==> src/rtl/multi_camera_config.sv <==
// multi_camera_config: walks a register ROM per masked camera, issuing SCCB writes (ports: clk/rst, start/cam_mask request, rom_addr/rom_data ROM, sccb_* write handshake, busy/done/error/err_cam status)
module multi_camera_config #(
  parameter int CLK_FREQ = 25000000,
  parameter int NUM_CAMS = 2,
  parameter int ROM_AW = 8,
  parameter int DELAY_MS = 10,
  parameter int TIMEOUT_CYC = 65535,
  localparam int CAM_W = NUM_CAMS > 1 ? $clog2(NUM_CAMS) : 1
) (
  input  logic                clk,
  input  logic                rst,
  input  logic                start,
  input  logic [NUM_CAMS-1:0] cam_mask,
  output logic [ROM_AW-1:0]   rom_addr,
  input  logic [15:0]         rom_data,
  output logic                sccb_start,
  output logic [7:0]          sccb_addr,
  output logic [7:0]          sccb_data,
  output logic [CAM_W-1:0]    sccb_cam,
  input  logic                sccb_ready,
  output logic                busy,
  output logic [NUM_CAMS-1:0] done,
  output logic                error,
  output logic [CAM_W-1:0]    err_cam
);
  localparam logic [31:0] DELAY_CYC = 32'(DELAY_MS * (CLK_FREQ / 1000));
  localparam logic [31:0] TMO = 32'(TIMEOUT_CYC);
  typedef enum logic [3:0] {IDLE, SELECT, FETCH, DECODE, SEND, WAIT_ACK, WAIT_RDY, DELAY, FINISH} state_t;
  state_t state_q, state_d;
  logic start_q, busy_q, busy_d, err_q, err_d, go_q, go_d;
  logic [NUM_CAMS-1:0] pend_q, pend_d, done_q, done_d, cur_bit;
  logic [CAM_W-1:0] cur_q, cur_d, cam_q, cam_d, err_cam_q, err_cam_d, sel;
  logic [ROM_AW-1:0] addr_q, addr_d;
  logic [15:0] word_q, word_d, wr_q, wr_d;
  logic [31:0] cnt_q, cnt_d;
  logic found, last, tmo, adv, fail;
  always_comb begin
    sel = '0;
    for (int i = NUM_CAMS - 1; i >= 0; i--) if (pend_q[i]) sel = CAM_W'(i);
  end
  assign found = |pend_q;
  assign last = addr_q == '1;
  assign tmo = cnt_q >= TMO;
  assign cur_bit = NUM_CAMS'(1) << cur_q;
  always_comb begin
    state_d = state_q;
    busy_d = busy_q;
    err_d = err_q;
    err_cam_d = err_cam_q;
    pend_d = pend_q;
    done_d = done_q;
    cur_d = cur_q;
    cam_d = cam_q;
    addr_d = addr_q;
    word_d = word_q;
    wr_d = wr_q;
    cnt_d = cnt_q + 32'd1;
    go_d = 1'b0;
    adv = 1'b0;
    fail = 1'b0;
    case (state_q)
      IDLE: if (start && !start_q) begin
        pend_d = cam_mask;
        done_d = '0;
        err_d = 1'b0;
        err_cam_d = '0;
        busy_d = 1'b1;
        state_d = SELECT;
      end
      SELECT: begin
        state_d = found ? FETCH : FINISH;
        cur_d = found ? sel : cur_q;
        addr_d = found ? '0 : addr_q;
        pend_d = pend_q & ~(NUM_CAMS'(1) << sel);
      end
      FETCH: state_d = DECODE;
      DECODE: begin
        word_d = rom_data;
        cnt_d = '0;
        state_d = rom_data == 16'hFFFF ? SELECT : rom_data == 16'hFFF0 ? DELAY : SEND;
        done_d = rom_data == 16'hFFFF ? done_q | cur_bit : done_q;
      end
      SEND: if (sccb_ready) begin
        go_d = 1'b1;
        wr_d = word_q;
        cam_d = cur_q;
        cnt_d = '0;
        state_d = WAIT_ACK;
      end else fail = tmo;
      WAIT_ACK: if (!sccb_ready) begin
        cnt_d = '0;
        state_d = WAIT_RDY;
      end else fail = tmo;
      WAIT_RDY: if (sccb_ready) adv = 1'b1;
      else fail = tmo;
      DELAY: adv = cnt_q == DELAY_CYC - 32'd1;
      FINISH: begin
        busy_d = 1'b0;
        state_d = IDLE;
      end
      default: state_d = IDLE;
    endcase
    // the last ROM entry closes the channel instead of wrapping the address
    if (adv) begin
      state_d = last ? SELECT : FETCH;
      addr_d = last ? addr_q : addr_q + ROM_AW'(1);
      done_d = last ? done_q | cur_bit : done_q;
    end
    if (fail) begin
      err_d = 1'b1;
      err_cam_d = err_q ? err_cam_q : cur_q;
      state_d = SELECT;
    end
  end
  always_ff @(posedge clk) begin
    if (rst) begin
      state_q <= IDLE;
      start_q <= 1'b0;
      busy_q <= 1'b0;
      err_q <= 1'b0;
      err_cam_q <= '0;
      pend_q <= '0;
      done_q <= '0;
      cur_q <= '0;
      cam_q <= '0;
      addr_q <= '0;
      word_q <= '0;
      wr_q <= '0;
      cnt_q <= '0;
      go_q <= 1'b0;
    end else begin
      state_q <= state_d;
      start_q <= start;
      busy_q <= busy_d;
      err_q <= err_d;
      err_cam_q <= err_cam_d;
      pend_q <= pend_d;
      done_q <= done_d;
      cur_q <= cur_d;
      cam_q <= cam_d;
      addr_q <= addr_d;
      word_q <= word_d;
      wr_q <= wr_d;
      cnt_q <= cnt_d;
      go_q <= go_d;
    end
  end
  assign rom_addr = addr_q;
  assign sccb_start = go_q;
  assign sccb_addr = wr_q[15:8];
  assign sccb_data = wr_q[7:0];
  assign sccb_cam = cam_q;
  assign busy = busy_q;
  assign done = done_q;
  assign error = err_q;
  assign err_cam = err_cam_q;
endmodule

==> config.mk <==
export PLATFORM = sky130hd
export DESIGN_NAME = multi_camera_config
export DESIGN_NICKNAME = d
export VERILOG_FILES = /design/src/rtl/multi_camera_config.sv
export SDC_FILE = /design/constraint.sdc
export NUM_CORES = 1
export LEC_CHECK = 0
export ABC_CLOCK_PERIOD_IN_PS = 2500
export CORE_MARGIN = 5
export CORE_UTILIZATION = 30
export DETAILED_ROUTE_END_ITERATION = 6
export PLACE_DENSITY = 0.56
export SETUP_SLACK_MARGIN = 0.2
export SLEW_MARGIN = 20
export SYNTH_ARGS = -nofsm -noshare
export SYNTH_HDL_FRONTEND = slang
export SYNTH_SLANG_ARGS = --single-unit
==> constraint.sdc <==
create_clock -name clk -period 2.5 [get_ports clk]
set_input_delay 0.375 -clock clk [delete_from_list [all_inputs] [get_ports clk]]
set_output_delay 0.375 -clock clk [all_outputs]
set_load 0.005 [all_outputs]
* Yosys cells after proc, flatten, opt, wreduce, memory -nomap -nowiden
Cells that the tools add are included.
Word-level totals: bits in registers 87, bits in latches 0, RAM bits 0, bits in read-only memories 0, output and inout bits 31, memories 0
Cells by class: add/subtract/negate cells 2, multipliers 0, divide/modulo/power cells 0, magnitude comparators 1, equality and inequality tests 25, shift operators 2, mux-type cells 38, bitwise logic cells 4, reductions and logical operators 25
Operator list (number):
- 32-bit one-hot mux with 3 select lines | 1
- 32-bit two-way mux | 2
- 32-bit by 1-bit adder with 32-bit output, second input constant | 1
- 16-bit equality test, second input constant | 2
- 32-bit by 18-bit equality test with 1-bit output, second input constant | 1
- 32-bit by 16-bit greater-or-equal comparator with 1-bit output, second input constant | 1
- 8-bit two-way mux | 4
- 4-bit one-hot mux with 7 select lines | 1
- 4-bit two-way mux | 5
- 4-bit by 3-bit equality test with 1-bit output, second input constant | 4
- 2-bit two-way mux | 7
- 1-bit two-way mux | 12
- 3-bit != test, second input constant | 4
- 4-bit != test, second input constant | 3
- 4-bit AND reduction | 3
- 2-bit nonzero test | 6
- 2-bit AND reduction | 5
- 2-bit OR reduction | 5
- 8-bit by 1-bit adder with 8-bit output, second input constant | 1
- 4-bit by 2-bit equality test with 1-bit output, second input constant | 2
- 8-bit equality test, second input constant | 1
- 2-bit != test, second input constant | 4
- 2-bit one-hot mux with 2 select lines | 2
- 1-bit one-hot mux with 2 select lines | 3
- 15 further kinds | 17

* Logic depth before layout (Yosys ltp)
Gate-level depths: netlist (run 1).
word-level depth 6, mapped depth 8

* Worst setup path after synthesis (run 1)
No wires, ideal clock.
path type register -> register, start point register cnt_q[21], end point register addr_q[5], in the netlist rom_addr[5], setup time 72 ps, data arrival time 1949 ps, setup slack 479 ps, stages on the path, launching flop included 6, clock period less this slack 2021 ps, cell sequence dfxtp_1 -> nor4_2 -> nand4_2 -> or4_4 -> a2111oi_4 -> mux2i_1
Between the ends: cells in the longest elaborated chain, start to end 4, elaborated cells on any way between the ends 7, those cells by class 2 x eq/ne; 2 x mux; 3 x reduce/logical
Ends and longest elaborated chain:
- start, declared | RTL line 35 | logic [31:0] cnt_q, cnt_d;
- start signal, assigned | RTL line 144 | cnt_q <= cnt_d;
- 32-bit by 18-bit equality test with 1-bit output * | RTL line 96 | DELAY: adv = cnt_q == DELAY_CYC - 32'd1;
- 1-bit one-hot mux with 2 select lines * | RTL line 61 | case (state_q)
- 2-bit != test (no source line) or 2-bit nonzero test (tied branches)
- 3-bit AND reduction (no source line)
- end signal, assigned | RTL line 141 | addr_q <= addr_d;
- end, declared | RTL line 33 | logic [ROM_AW-1:0] addr_q, addr_d;
Mark *: on every way between the ends. The rest lies on a longest branch, timed or not. A chain may end at the register's enable or synchronous reset.

* Worst setup path after layout (run 1)
start point input rom_data[0], end point register done_q[1], in the netlist done[1]
Between the ends: cells in the longest elaborated chain, start to end 3
Ends and longest elaborated chain:
- start, declared | RTL line 15 | input logic [15:0] rom_data,
- 16-bit equality test | RTL line 81 | done_d = rom_data == 16'hFFFF ? done_q | cur_bit : done_q;
- 3-bit != test (no source line)
- 4-bit AND reduction (no source line)
- end signal, assigned | RTL line 138 | done_q <= done_d;
- end, declared | RTL line 31 | logic [NUM_CAMS-1:0] pend_q, pend_d, done_q, done_d, cur_bit;
No other way between the ends.

==> results.md, run 1 <==
* Max stage delay on crit path at 0.61 ns
* #FFs+latches synth at 87
* Run status: finished clean
* Nets@finish at 568
* Synthesis Warnings at 0
* CTS clock-pin slew for the worst setup and hold paths at 0.07 ns
* Post-detailed-route via-to-cell ratio at 4.89
* Worst clock skew on the final layout at 0.0131 ns
* Type of the worst setup path: primary input to register
* Number of pins exceeding their max-slew limit in the final report at 0
* Net Count, Synth at 508
* Category of cells accounting for the largest share of critical-path delay: simple AND/OR/NAND/NOR gates
* Switching share of power at 28.8%
* Synth top area cells: sky130_fd_sc_hd__dfxtp_1 (44%), sky130_fd_sc_hd__nand2_1 (8.7%), sky130_fd_sc_hd__a21oi_1 (6.1%)
* Yosys cell types at 55
* Vertical die dimension at 125 µm
* Later-pin clock latency in the skew report at 0.35 ns
* Number of rows created at floorplan at 42
* Signed area change from the synthesized netlist to the final layout at 28.1%
* Vias post-DR at 3547
* Vias in the first global route at 3439
* Quantity of I/O buffers inserted on ports at 52
* End point of the worst hold path: wr_q[6]
* Switching power of the nets at 1.04 mW
* # DRC at 0
* Horiz. Die Dim at 125 µm
* IR Drop Worst-Case VDD at 0.000282 V
* Full die area at 0.0157 mm²
* Mapped Cells at 484
* Launch instance of the worst min-delay path: word_q[6]
* DRT Wirelength at 10100 µm
* Startpoint class of the critical path: primary input
* TritonCTS Buffers at 9
* First-pass DRT Iterations at 5
* Main synth FF type: sky130_fd_sc_hd__dfxtp_1
* Path depth of the worst reg2reg path at 5
* Internal Pwr Total at 2.56 mW
* Cell-by-cell trace of the critical path: clkdlybuf4s50_1 -> nand4_1 -> or4_1 -> a2111oi_2 -> buf_4 -> nor4_1 -> nor3_1
* Time the worst path needs with I/O delays and setup at 2.18 ns
* Antenna fix cells at 0
* Core area at 0.0131 mm²
* Fin. Hold Viols at 0
* Cell type of the slowest stage on the worst timing path: sky130_fd_sc_hd__or4_1
* Worst r2r dst: rom_addr[6]
* TritonCTS clock tree: done
* Unrepaired setup endpoints after global routing: no
* Detailed-route wire length per cell at 13.9 µm
* Placed Cells incl. Taps at 709
* Count of antenna-violating nets left after detailed routing at 0
* Worst slew margin relative to its limit at 62.0%
* Worst reg2reg path startpoint: cnt_q[23]
* Critical path buffer and inverter count at 2
* Setup Viol. Count Final at 0
* Cell leakage power at 1.68 nW
* Wire length of the first global-routing pass at 17100 µm
* Fraction of final layout cells sized beyond drive strength 1 at 9.65%
* Count of maximum capacitance violations at 0
* Post-DP HPWL at 7200 µm
* Class of the most critical hold timing path: register to register
* Number of cells on the worst hold path at 2
* Count of flip-flops with a built-in enable after synthesis at 0
* Peak fanout along the critical path at 4
* Worst slew pin tran at 0.564 ns
* Max Clock Freq at 459 MHz
* H-tree level count at 3
* Fillcell total at 1363
* Root Buffer: sky130_fd_sc_hd__clkbuf_16
* Async set or reset register ratio after synthesis at 0%
* Total grt overflow at 0
* Clock net sink count at 87
* Sequential share of power at 42.5%
* Post-Syn Area at 0.00400 mm²
* Avg Cell Area, Syn at 8.26 µm²
* GRT Util Overall at 13.1%
* Data required, critical path at 2.77 ns
* Logic gate share of total power at 19.9%
* Final worst path period share at 87.1%
* Final weighted congestion in routability-driven placement at 0.812
* Final Hold Slack at 0.451 ns
* DRC violation total after the first TritonRoute iteration at 256
* Buffers inserted by post-CTS timing repair at 0
* Number of antenna violations at the first check in global routing at 0
* Count of non-filler cells in the finished layout at 725
* R2R Setup Slk at 0.41 ns
* Number of primary I/O pins at 53
* Sequential cell area fraction in the yosys report at 43.6%
* Post-synth top area cell: sky130_fd_sc_hd__dfxtp_1
* Portion of total power attributed to the clock network at 37.6%
* Buffer levels on the longest clock path at 2
* Arrival time reported for the critical path endpoint at 2.45 ns
* Starting density of the core at 30.4%
* Power per cell area at 703 mW/mm²
* Pin count of the biggest net entering global routing at 33
* Area share of the largest cell type after synthesis at 43.6%
* Sort of element at the end of the critical path: register
[cell families after synthesis]
family / Yosys count / synth area share (%)
fa+ha+maj: 2 / 0.626
flops: 87 / 43.6
mux: 6 / 1.50
compound gates: 75 / 11.5
xor+xnor: 31 / 6.79
buf+inv: 29 / 2.94
simple gates: 254 / 33.0
[power by group through the flow]
stage	sequential [mW]	combinational, mW	clock [mW]
finish	1.53	0.714	1.35
global route	1.54	0.798	1.45
CTS	1.53	0.708	1.40
detailed placement	1.56	0.706	0
global placement	1.56	0.696	0
floorplan	1.55	0.440	0
[how the worst max path moves through the flow]
stage,start,endpoint,cells after the start
2_1_floorplan,cnt_q[21],rom_addr[5],5
3_3_place_gp,rom_data[0],done[1],7
3_5_place_dp,rom_data[0],done[1],7
4_1_cts,cnt_q[25],rom_addr[5],5
5_1_grt,rom_data[0],done[0],7
6_report,rom_data[0],done[1],7
[synthesized netlist by cell type (2+ instances only)]
| cell type | n |
|---|---|
| sky130_fd_sc_hd__nor2_1 | 48 |
| sky130_fd_sc_hd__nor4_4 | 2 |
| sky130_fd_sc_hd__nor4b_1 | 5 |
| sky130_fd_sc_hd__a22oi_1 | 3 |
| sky130_fd_sc_hd__nor4_1 | 13 |
| sky130_fd_sc_hd__or3_1 | 6 |
| sky130_fd_sc_hd__nand2b_1 | 2 |
| sky130_fd_sc_hd__xnor2_1 | 23 |
| sky130_fd_sc_hd__nand2_1 | 93 |
| sky130_fd_sc_hd__xor2_1 | 8 |
| sky130_fd_sc_hd__mux2i_1 | 6 |
| sky130_fd_sc_hd__inv_1 | 6 |
| sky130_fd_sc_hd__nand4_1 | 12 |
| sky130_fd_sc_hd__and3_1 | 5 |
| sky130_fd_sc_hd__and4b_1 | 2 |
| sky130_fd_sc_hd__nand4b_1 | 3 |
| sky130_fd_sc_hd__o211ai_1 | 2 |
| sky130_fd_sc_hd__a211oi_1 | 5 |
| sky130_fd_sc_hd__nor2b_1 | 5 |
| sky130_fd_sc_hd__o21a_1 | 3 |
| sky130_fd_sc_hd__or2_2 | 2 |
| sky130_fd_sc_hd__and4_1 | 6 |
| sky130_fd_sc_hd__and4_2 | 2 |
| sky130_fd_sc_hd__a21oi_1 | 49 |
| sky130_fd_sc_hd__or4_1 | 4 |
| sky130_fd_sc_hd__and2_1 | 2 |
| sky130_fd_sc_hd__ha_1 | 2 |
| sky130_fd_sc_hd__clkbuf_1 | 21 |
| sky130_fd_sc_hd__nand3_1 | 17 |
| sky130_fd_sc_hd__o21ai_0 | 4 |
| sky130_fd_sc_hd__nor3_1 | 13 |
| sky130_fd_sc_hd__dfxtp_1 | 87 |
[placed cells by master, fill, tap and decap left out, types with 3 or more instances in the layout]
cell type,Yosys,routed
sky130_fd_sc_hd__a21oi_1,49,49
sky130_fd_sc_hd__nand3_1,17,17
sky130_fd_sc_hd__xnor2_1,23,23
sky130_fd_sc_hd__and3_1,5,5
sky130_fd_sc_hd__or3_1,6,6
sky130_fd_sc_hd__o21ai_0,4,4
sky130_fd_sc_hd__clkbuf_16,0,9
sky130_fd_sc_hd__xor2_1,8,8
sky130_fd_sc_hd__buf_4,0,19
sky130_fd_sc_hd__nor4_1,13,13
sky130_fd_sc_hd__nor2b_1,5,5
sky130_fd_sc_hd__o21a_1,3,3
sky130_fd_sc_hd__nand4b_1,3,3
sky130_fd_sc_hd__nor2_1,48,48
sky130_fd_sc_hd__a22oi_1,3,3
sky130_fd_sc_hd__nand4_1,12,12
sky130_fd_sc_hd__nand2_1,93,93
sky130_fd_sc_hd__mux2i_1,6,6
sky130_fd_sc_hd__a211oi_1,5,5
sky130_fd_sc_hd__nor4b_1,5,5
sky130_fd_sc_hd__nor4_4,2,3
sky130_fd_sc_hd__inv_1,6,6
sky130_fd_sc_hd__clkdlybuf4s50_1,0,51
sky130_fd_sc_hd__nor3_1,13,12
sky130_fd_sc_hd__or4_1,4,4
sky130_fd_sc_hd__and4_1,6,6
sky130_fd_sc_hd__dfxtp_1,87,87
[sequential cells by signal, indices dropped and copies added, names as in the netlist]
register    flops
word_q         16
pend_q          2
err_cam         1
cur_q           1
wr_q           16
state_q         4
error           1
done            2
busy            1
start_q         1
sccb_start      1
rom_addr        8
sccb_cam        1
cnt_q          32
[layout make-up]
type,count,area [µm²],share of cell area [%]
clock buffer,10,229,4.47
clock inverter,6,68.8,1.34
inverter,6,22.5,0.440
multi-input combinational,368,2160,42.2
sequential,87,1740,34.0
tap,176,220,4.30
timing repair buffer,72,678,13.3
[stage by stage]
stage	power [mW]	area (µm²)	setup slack (ns)	utilization [%]	setup TNS (ns)
after floorplan	1.99	4000	0.479	-	0
after global placement	2.25	4800	-0.0438	36.6	-0.0874
after detailed placement	2.27	4800	-0.0404	36.6	-0.0771
after CTS	3.63	5100	0.245	38.8	0
after global routing	3.78	5120	0.239	39.0	0
final	3.60	5120	0.322	39.0	0
[worst min-delay path, delay by kind of cell (launching register included)]
family | cells | cell delay, ns
flip-flops | 1 | 0.31
AND/OR/NAND/NOR | 1 | 0.05
AO/OA/AOI/OAI | 1 | 0.05
[what timing repair did]
item / 4_1_cts / 5_1_grt
gates resized for setup: 0 / 3
hold buffers: 0 / 0
setup endpoints to repair: 0 / 7
hold endpoints to repair: 0 / 0
[per-layer routing]
layer  vias up  track usage [%]  wire length, µm
met3        14             2.30              369
li1       1834                -                -
met2        62             20.6             4660
met4         0             6.57              236
met5         -                0                0
met1      1637             17.5             4820
Power figures use the tool's default switching activity.
==> run 2: changes to the inputs <==
- CORE_MARGIN: 5 -> 1
==> results.md, run 2 (synthesis results as in run 1) <==
* Later-pin clock latency in the skew report at 0.34 ns (about the same)
* Time the worst path needs with I/O delays and setup at 2.20 ns (+0.0181 ns)
* Post-detailed-route via-to-cell ratio at 4.93 (+0.69%)
* Count of non-filler cells in the finished layout at 720 (-0.69%)
* Biggest regs: cnt_q (32), word_q (16), wr_q (16)
* CTS clock-pin slew for the worst setup and hold paths at 0.06 ns (about the same)
* Starting density of the core at 31.2% (+0.74 points)
* Most common library cell in the layout ignoring fill and taps: sky130_fd_sc_hd__nand2_1
* Placed Cells incl. Taps at 703 (-0.85%)
* Register name with the most flops: cnt_q
* Finished Cell Area at 0.00510 mm² (-0.42%)
* # DRC at 0 (unchanged)
* Worst slew pin tran at 0.636 ns (+0.0714 ns)
* Nets@finish at 567 (-0.18%)
* Startpoint class of the critical path: register
* Signed area change from the synthesized netlist to the final layout at 27.5%
* Number of primary I/O pins at 53 (unchanged)
* TritonCTS Buffers at 9 (unchanged)
* Peak fanout along the critical path at 5 (+1)
* Fraction of the core area covered by cells at the end of the flow at 39.7% (+0.78 points)
* Power per cell area at 690 mW/mm² (-1.8%)
* Sort of element at the end of the critical path: register
* Final weighted congestion in routability-driven placement at 0.816 (+0.49%)
* Most used cells in the layout excluding fill and tap cells: sky130_fd_sc_hd__nand2_1 (93), sky130_fd_sc_hd__dfxtp_1 (87), sky130_fd_sc_hd__clkdlybuf4s50_1 (51)
* PnR Total Power at 3.52 mW (-2.2%)
* Final Hold Slack at 0.453 ns (+0.00218 ns)
* Core area at 0.0128 mm² (-2.4%)
* Wire length of the first global-routing pass at 16500 µm (-3.4%)
* Antenna fix cells at 0 (unchanged)
* R2R Setup Slk at 0.30 ns (-0.11 ns)
* Clock net sink count at 87 (unchanged)
* Type of the worst setup path: register to register
* DRC violation total after the first TritonRoute iteration at 207 (-19%)
* Horiz. Die Dim at 117 µm (-6.4%)
* Count of antenna-violating nets left after detailed routing at 0 (unchanged)
* Number of antenna violations at the first check in global routing at 0 (unchanged)
* Count of maximum capacitance violations at 0 (unchanged)
* TritonCTS clock tree: done
* First-pass DRT Iterations at 4 (-1)
* Flip-flop count of the largest register after layout at 32 (unchanged)
* Pin count of the biggest net entering global routing at 35 (+6.1%)
* Root Buffer: sky130_fd_sc_hd__clkbuf_16
* Vias post-DR at 3547 (unchanged)
* Vertical die dimension at 117 µm (-6.4%)
* Post-place instance area at 0.00478 mm² (-0.52%)
* Worst clock skew on the final layout at 0.00747 ns (-0.00560 ns)
* Fraction of final layout cells sized beyond drive strength 1 at 9.49% (-0.16 points)
* Unrepaired setup endpoints after global routing: no
* Area of the multi-input gates at 0.00215 mm² (-0.23%)
* Worst slew margin relative to its limit at 57.5% (-4.5 points)
* Vias in the first global route at 3307 (-3.8%)
* Full die area at 0.0138 mm² (-12%)
* IR Drop Worst-Case VDD at 0.000318 V (+12%)
* Number of rows created at floorplan at 41 (-2.4%)
* GRT Util Overall at 14.7% (+1.5 points)
* Final worst path period share at 87.9% (+0.72 points)
* Detailed-route wire length per cell at 13.6 µm (-2.6%)
* Arrival time reported for the critical path endpoint at 2.46 ns (about the same)
* Data required, critical path at 2.77 ns (about the same)
* Class of the most critical hold timing path: register to register
* Run status: finished clean
* H-tree level count at 3 (unchanged)
* Quantity of I/O buffers inserted on ports at 52 (unchanged)
* Fin. Hold Viols at 0 (unchanged)
* DRT Wirelength at 9760 µm (-3.2%)
* Cell leakage power at 1.67 nW (-0.78%)
* Register Area at 0.00174 mm² (unchanged)
* Setup Viol. Count Final at 0 (unchanged)
* Number of pins exceeding their max-slew limit in the final report at 0 (unchanged)
* Max Clock Freq at 455 MHz (-0.82%)
* Buffer levels on the longest clock path at 2 (unchanged)
* Hold buffer count at cts at 0 (unchanged)
* Total grt overflow at 0 (unchanged)
* Post-DP HPWL at 7060 µm (-2.0%)
* Fillcell total at 1333 (-2.2%)
run 2: per-layer routing:
layer,routed length (µm),GRT usage (%),part of all wire (%)
met4,170,6.33,1.7
met3,320,2.04,3.3
met5,0,0,0
met2,4400,23.0,45
met1,4870,19.9,50
run 2: per-stage QoR:
stage	setup slack, ns	setup TNS, ns
global placement	-0.144	-0.288
global route	0.207	0
floorplan	0.479	0
finish	0.303	0
CTS	0.223	0
detailed placement	-0.113	-0.224
run 2: worst max-delay path: stages (launching register included):
cell	delay (ns)
sky130_fd_sc_hd__dfxtp_1	0.36
sky130_fd_sc_hd__nor4_4	0.36
sky130_fd_sc_hd__nand4_2	0.19
sky130_fd_sc_hd__or4_4	0.62
sky130_fd_sc_hd__a2111oi_4	0.38
sky130_fd_sc_hd__mux2i_1	0.22
run 2: layout make-up:
type                    count  area share [%]
clock buffers              11            4.96
repair buffers             71            13.2
flip-flops and latches     87            34.2
inverters                   6           0.442
well taps                 172            4.22
multi-input cells         368            42.2
clock inverters             5           0.810
run 2: path summary, 6_finish.rpt:
kind,startpoint,end,depth (start not counted)
min,word_q[5],wr_q[5],2
min reg2reg,word_q[5],wr_q[5],2
max,cnt_q[29],rom_addr[5],5
max reg2reg,cnt_q[29],rom_addr[5],5
run 2: where the power goes:
part | switching, mW | internal, mW | leakage, nW
clock | 0.560 | 0.734 | 0.138
sequential | 0.0832 | 1.47 | 0.703
combinational | 0.370 | 0.298 | 0.828
run 2: timing repair:
action                     CTS  global route
setup endpoints to repair    0             4
gates resized for setup      0             3
setup buffers                0             1
==> run 3: changes to the inputs <==
- ABC_AREA: default -> 1
- CORE_MARGIN: 1 -> 2
- PLACE_DENSITY: 0.56 -> 0.55
==> results.md, run 3 <==
* Vertical die dimension at 122 µm (+4.0%)
* Logic gate share of total power at 23.9% (+4.9 points)
* Later-pin clock latency in the skew report at 0.34 ns (about the same)
* Net Count, Synth at 632 (+24%)
* End point of the worst hold path: cnt_q[0]
* Async set or reset register ratio after synthesis at 0% (unchanged)
* Most prevalent standard cell on the critical path: sky130_fd_sc_hd__nand3_1
* Number of primary I/O pins at 53 (unchanged)
* Worst r2r dst: err_cam
* Startpoint class of the critical path: register
* Synthesis Warnings at 0 (unchanged)
* TritonCTS clock tree: done
* Peak fanout along the critical path at 3 (-2)
* Total grt overflow at 0 (unchanged)
* Post-DP HPWL at 7450 µm (+5.5%)
* Switching share of power at 31.4% (+2.6 points)
* Portion of total power attributed to the clock network at 32.7% (-4.1 points)
* Class of the most critical hold timing path: register to register
* Final worst path period share at 77.1% (-11 points)
* Count of flip-flops with a built-in enable after synthesis at 0 (unchanged)
* Sequential share of power at 43.4% (-0.8 points)
* Buffers inserted by post-CTS timing repair at 0 (unchanged)
* Count leader, synth: sky130_fd_sc_hd__nor2_1
* H-tree level count at 3 (unchanged)
* Starting density of the core at 30.4% (-0.78 points)
* Post-place instance area at 0.00490 mm² (+2.6%)
* Flip-flop count of the largest register after layout at 32 (unchanged)
* Unrepaired setup endpoints after global routing: no
* Placed Cells incl. Taps at 833 (+18%)
* Number of antenna violations at the first check in global routing at 0 (unchanged)
* Final weighted congestion in routability-driven placement at 0.855 (+4.7%)
* CTS clock-pin slew for the worst setup and hold paths at 0.06 ns (about the same)
* Number of rows created at floorplan at 43 (+4.9%)
* Quantity of I/O buffers inserted on ports at 52 (unchanged)
* Setup Viol. Count Final at 0 (unchanged)
* Most common library cell in the layout ignoring fill and taps: sky130_fd_sc_hd__nor2_1
* Number of logic stages on the critical path including buffering at 8 (+3)
* Post-synth top area cell: sky130_fd_sc_hd__dfxtp_1
* Type of the worst setup path: register to register
* Count of maximum capacitance violations at 0 (unchanged)
* GRT Util Overall at 14.6% (-0.074 points)
* Main synth FF type: sky130_fd_sc_hd__dfxtp_1
* Number of cells on the worst hold path at 1 (-1)
* Worst slew margin relative to its limit at 39.5% (-18 points)
* Antenna fix cells at 0 (unchanged)
* Yosys cell types at 40 (-27%)
* Vias post-DR at 3952 (+11%)
* Finished Cell Area at 0.00517 mm² (+1.4%)
* Critical path buffer and inverter count at 0 (unchanged)
* Pin count of the biggest net entering global routing at 37 (+5.7%)
* TritonCTS Buffers at 9 (unchanged)
* Number of pins exceeding their max-slew limit in the final report at 0 (unchanged)
* Setup TNS at 0 ns (unchanged)
* Root Buffer: sky130_fd_sc_hd__clkbuf_16
* Worst reg2reg path startpoint: cnt_q[0]
* PnR Total Power at 3.79 mW (+7.6%)
* Count of antenna-violating nets left after detailed routing at 0 (unchanged)
* #FFs+latches synth at 87 (unchanged)
* Fillcell total at 1490 (+12%)
* Full die area at 0.0149 mm² (+8.1%)
* Horiz. Die Dim at 122 µm (+4.0%)
* Data required, critical path at 2.74 ns (-0.03 ns)
* Max Clock Freq at 519 MHz (+14%)
* Launch instance of the worst min-delay path: cnt_q[0]
* Area share of the largest cell type after synthesis at 41.6% (-2.0 points)
* Mapped Cells at 608 (+26%)
* Sequential cell area fraction in the yosys report at 41.6% (-2.0 points)
* Detailed-route wire length per cell at 12.1 µm (-11%)
* Fraction of final layout cells sized beyond drive strength 1 at 7.04% (-2.5 points)
* Buffer levels on the longest clock path at 2 (unchanged)
* Cell leakage power at 2.07 nW (+24%)
* Power per cell area at 733 mW/mm² (+6.1%)
* IR Drop Worst-Case VDD at 0.000433 V (+36%)
* Arrival time reported for the critical path endpoint at 2.17 ns (-0.29 ns)
* CTS-repair resized insts at 0 (unchanged)
* Most numerous cell types in the synthesized netlist: sky130_fd_sc_hd__nor2_1 (138), sky130_fd_sc_hd__nand2_1 (106), sky130_fd_sc_hd__dfxtp_1 (87), sky130_fd_sc_hd__inv_1 (68), sky130_fd_sc_hd__o21ai_0 (40)
* Core area at 0.0138 mm² (+7.4%)
* Switching power of the nets at 1.19 mW (+17%)
* Nets@finish at 688 (+21%)
* DRC violation total after the first TritonRoute iteration at 237 (+14%)
* Run status: finished clean
* Signed area change from the synthesized netlist to the final layout at 23.5%
* DRT Wirelength at 10200 µm (+4.8%)
* Internal Pwr Total at 2.60 mW (+3.7%)
* Category of cells accounting for the largest share of critical-path delay: simple AND/OR/NAND/NOR gates
* Fin. Hold Viols at 0 (unchanged)
* Sort of element at the end of the critical path: register
* Vias in the first global route at 3787 (+15%)
* Avg Cell Area, Syn at 6.88 µm² (-17%)
* Wire length of the first global-routing pass at 17500 µm (+6.2%)
* Biggest regs: cnt_q (32), word_q (16), wr_q (16)
* Register name with the most flops: cnt_q
* Synth top area cells: sky130_fd_sc_hd__dfxtp_1 (42%), sky130_fd_sc_hd__nor2_1 (12%), sky130_fd_sc_hd__nand2_1 (9.5%)
* Max stage delay on crit path at 0.36 ns (-0.26 ns)
* Worst clock skew on the final layout at 0.00821 ns (+0.000734 ns)
* Cell type of the slowest stage on the worst timing path: sky130_fd_sc_hd__a21boi_0
* Worst slew pin tran at 0.899 ns (+0.263 ns)
* First-pass DRT Iterations at 4 (unchanged)
* Most used cells in the layout excluding fill and tap cells: sky130_fd_sc_hd__nor2_1 (138), sky130_fd_sc_hd__nand2_1 (106), sky130_fd_sc_hd__dfxtp_1 (87)
* Post-detailed-route via-to-cell ratio at 4.66 (-5.4%)
* Path depth of the worst reg2reg path at 8 (+3)
* # DRC at 0 (unchanged)
* Hold buffer count at cts at 0 (unchanged)
* Post-Syn Area at 0.00418 mm² (+4.7%)
* Cell-by-cell trace of the critical path: ha_1 -> nand3_1 -> nor3_1 -> nand3_1 -> a21boi_0 -> nand2_1 -> o21bai_1 -> nor2_1
* R2R Setup Slk at 0.57 ns (+0.27 ns)
* Clock net sink count at 87 (unchanged)
* Time the worst path needs with I/O delays and setup at 1.93 ns (-0.268 ns)
* Count of non-filler cells in the finished layout at 848 (+18%)
-- run 3: cell types whose count changed in the layout (fill, tap and decap cells not counted), sizes merged, moves of 16 or more --
cell   change
nor2      +98
inv       +65
o21ai     +40
xnor2     -22
nand2     +20
nand3     +18
a21oi     -16
-- run 3: kinds of logic after synthesis --
logic type / Yosys count / synth area share [%]
fa+ha+maj: 2 / 0.598
xor+xnor: 6 / 1.26
flops: 87 / 41.6
buf+inv: 85 / 8.10
compound gates: 94 / 12.4
simple gates: 334 / 36.1
-- run 3: area by class of cell --
class / instances / area (µm²) / share of cell area (%)
clock buffers: 11 / 243 / 4.70
repair buffers: 57 / 558 / 10.8
flip-flops and latches: 87 / 1740 / 33.7
well taps: 180 / 225 / 4.36
inverters: 73 / 274 / 5.30
clock inverters: 4 / 22.5 / 0.436
multi-input cells: 436 / 2100 / 40.7
-- run 3: per-layer routing --
layer / GRT usage, % / vias up / part of all wire [%]
met5: 0 / - / 0
met4: 6.68 / 0 / 2.0
met3: 3.18 / 14 / 3.5
met2: 23.5 / 59 / 46
met1: 18.6 / 1809 / 49
li1: - / 2070 / -
-- run 3: worst max-delay path by stage --
stage,startpoint,endpoint
finish,cnt_q[0],err_cam
global route,cnt_q[0],err_cam
CTS,cnt_q[0],err_cam
detailed placement,sccb_ready,cnt_q[15]
global placement,start,err_cam
floorplan,cnt_q[0],cnt_q[30]
-- run 3: stage by stage --
stage	util, %	setup WS [ns]	hold slack (ns)
finish	37.5	0.572	0.443
global route	37.5	0.376	0.479
CTS	37.5	0.586	0.445
detailed placement	35.6	0.553	0.436
global placement	35.6	0.603	0.436
floorplan	-	0.965	0.417
-- run 3: power groups by stage --
stage | Combinational, mW | Clock, mW | Sequential, mW
finish | 0.904 | 1.24 | 1.64
floorplan | 0.597 | 0 | 1.66
global route | 1.05 | 1.32 | 1.67
detailed placement | 0.901 | 0 | 1.67
CTS | 0.908 | 1.27 | 1.64
global placement | 0.895 | 0 | 1.67
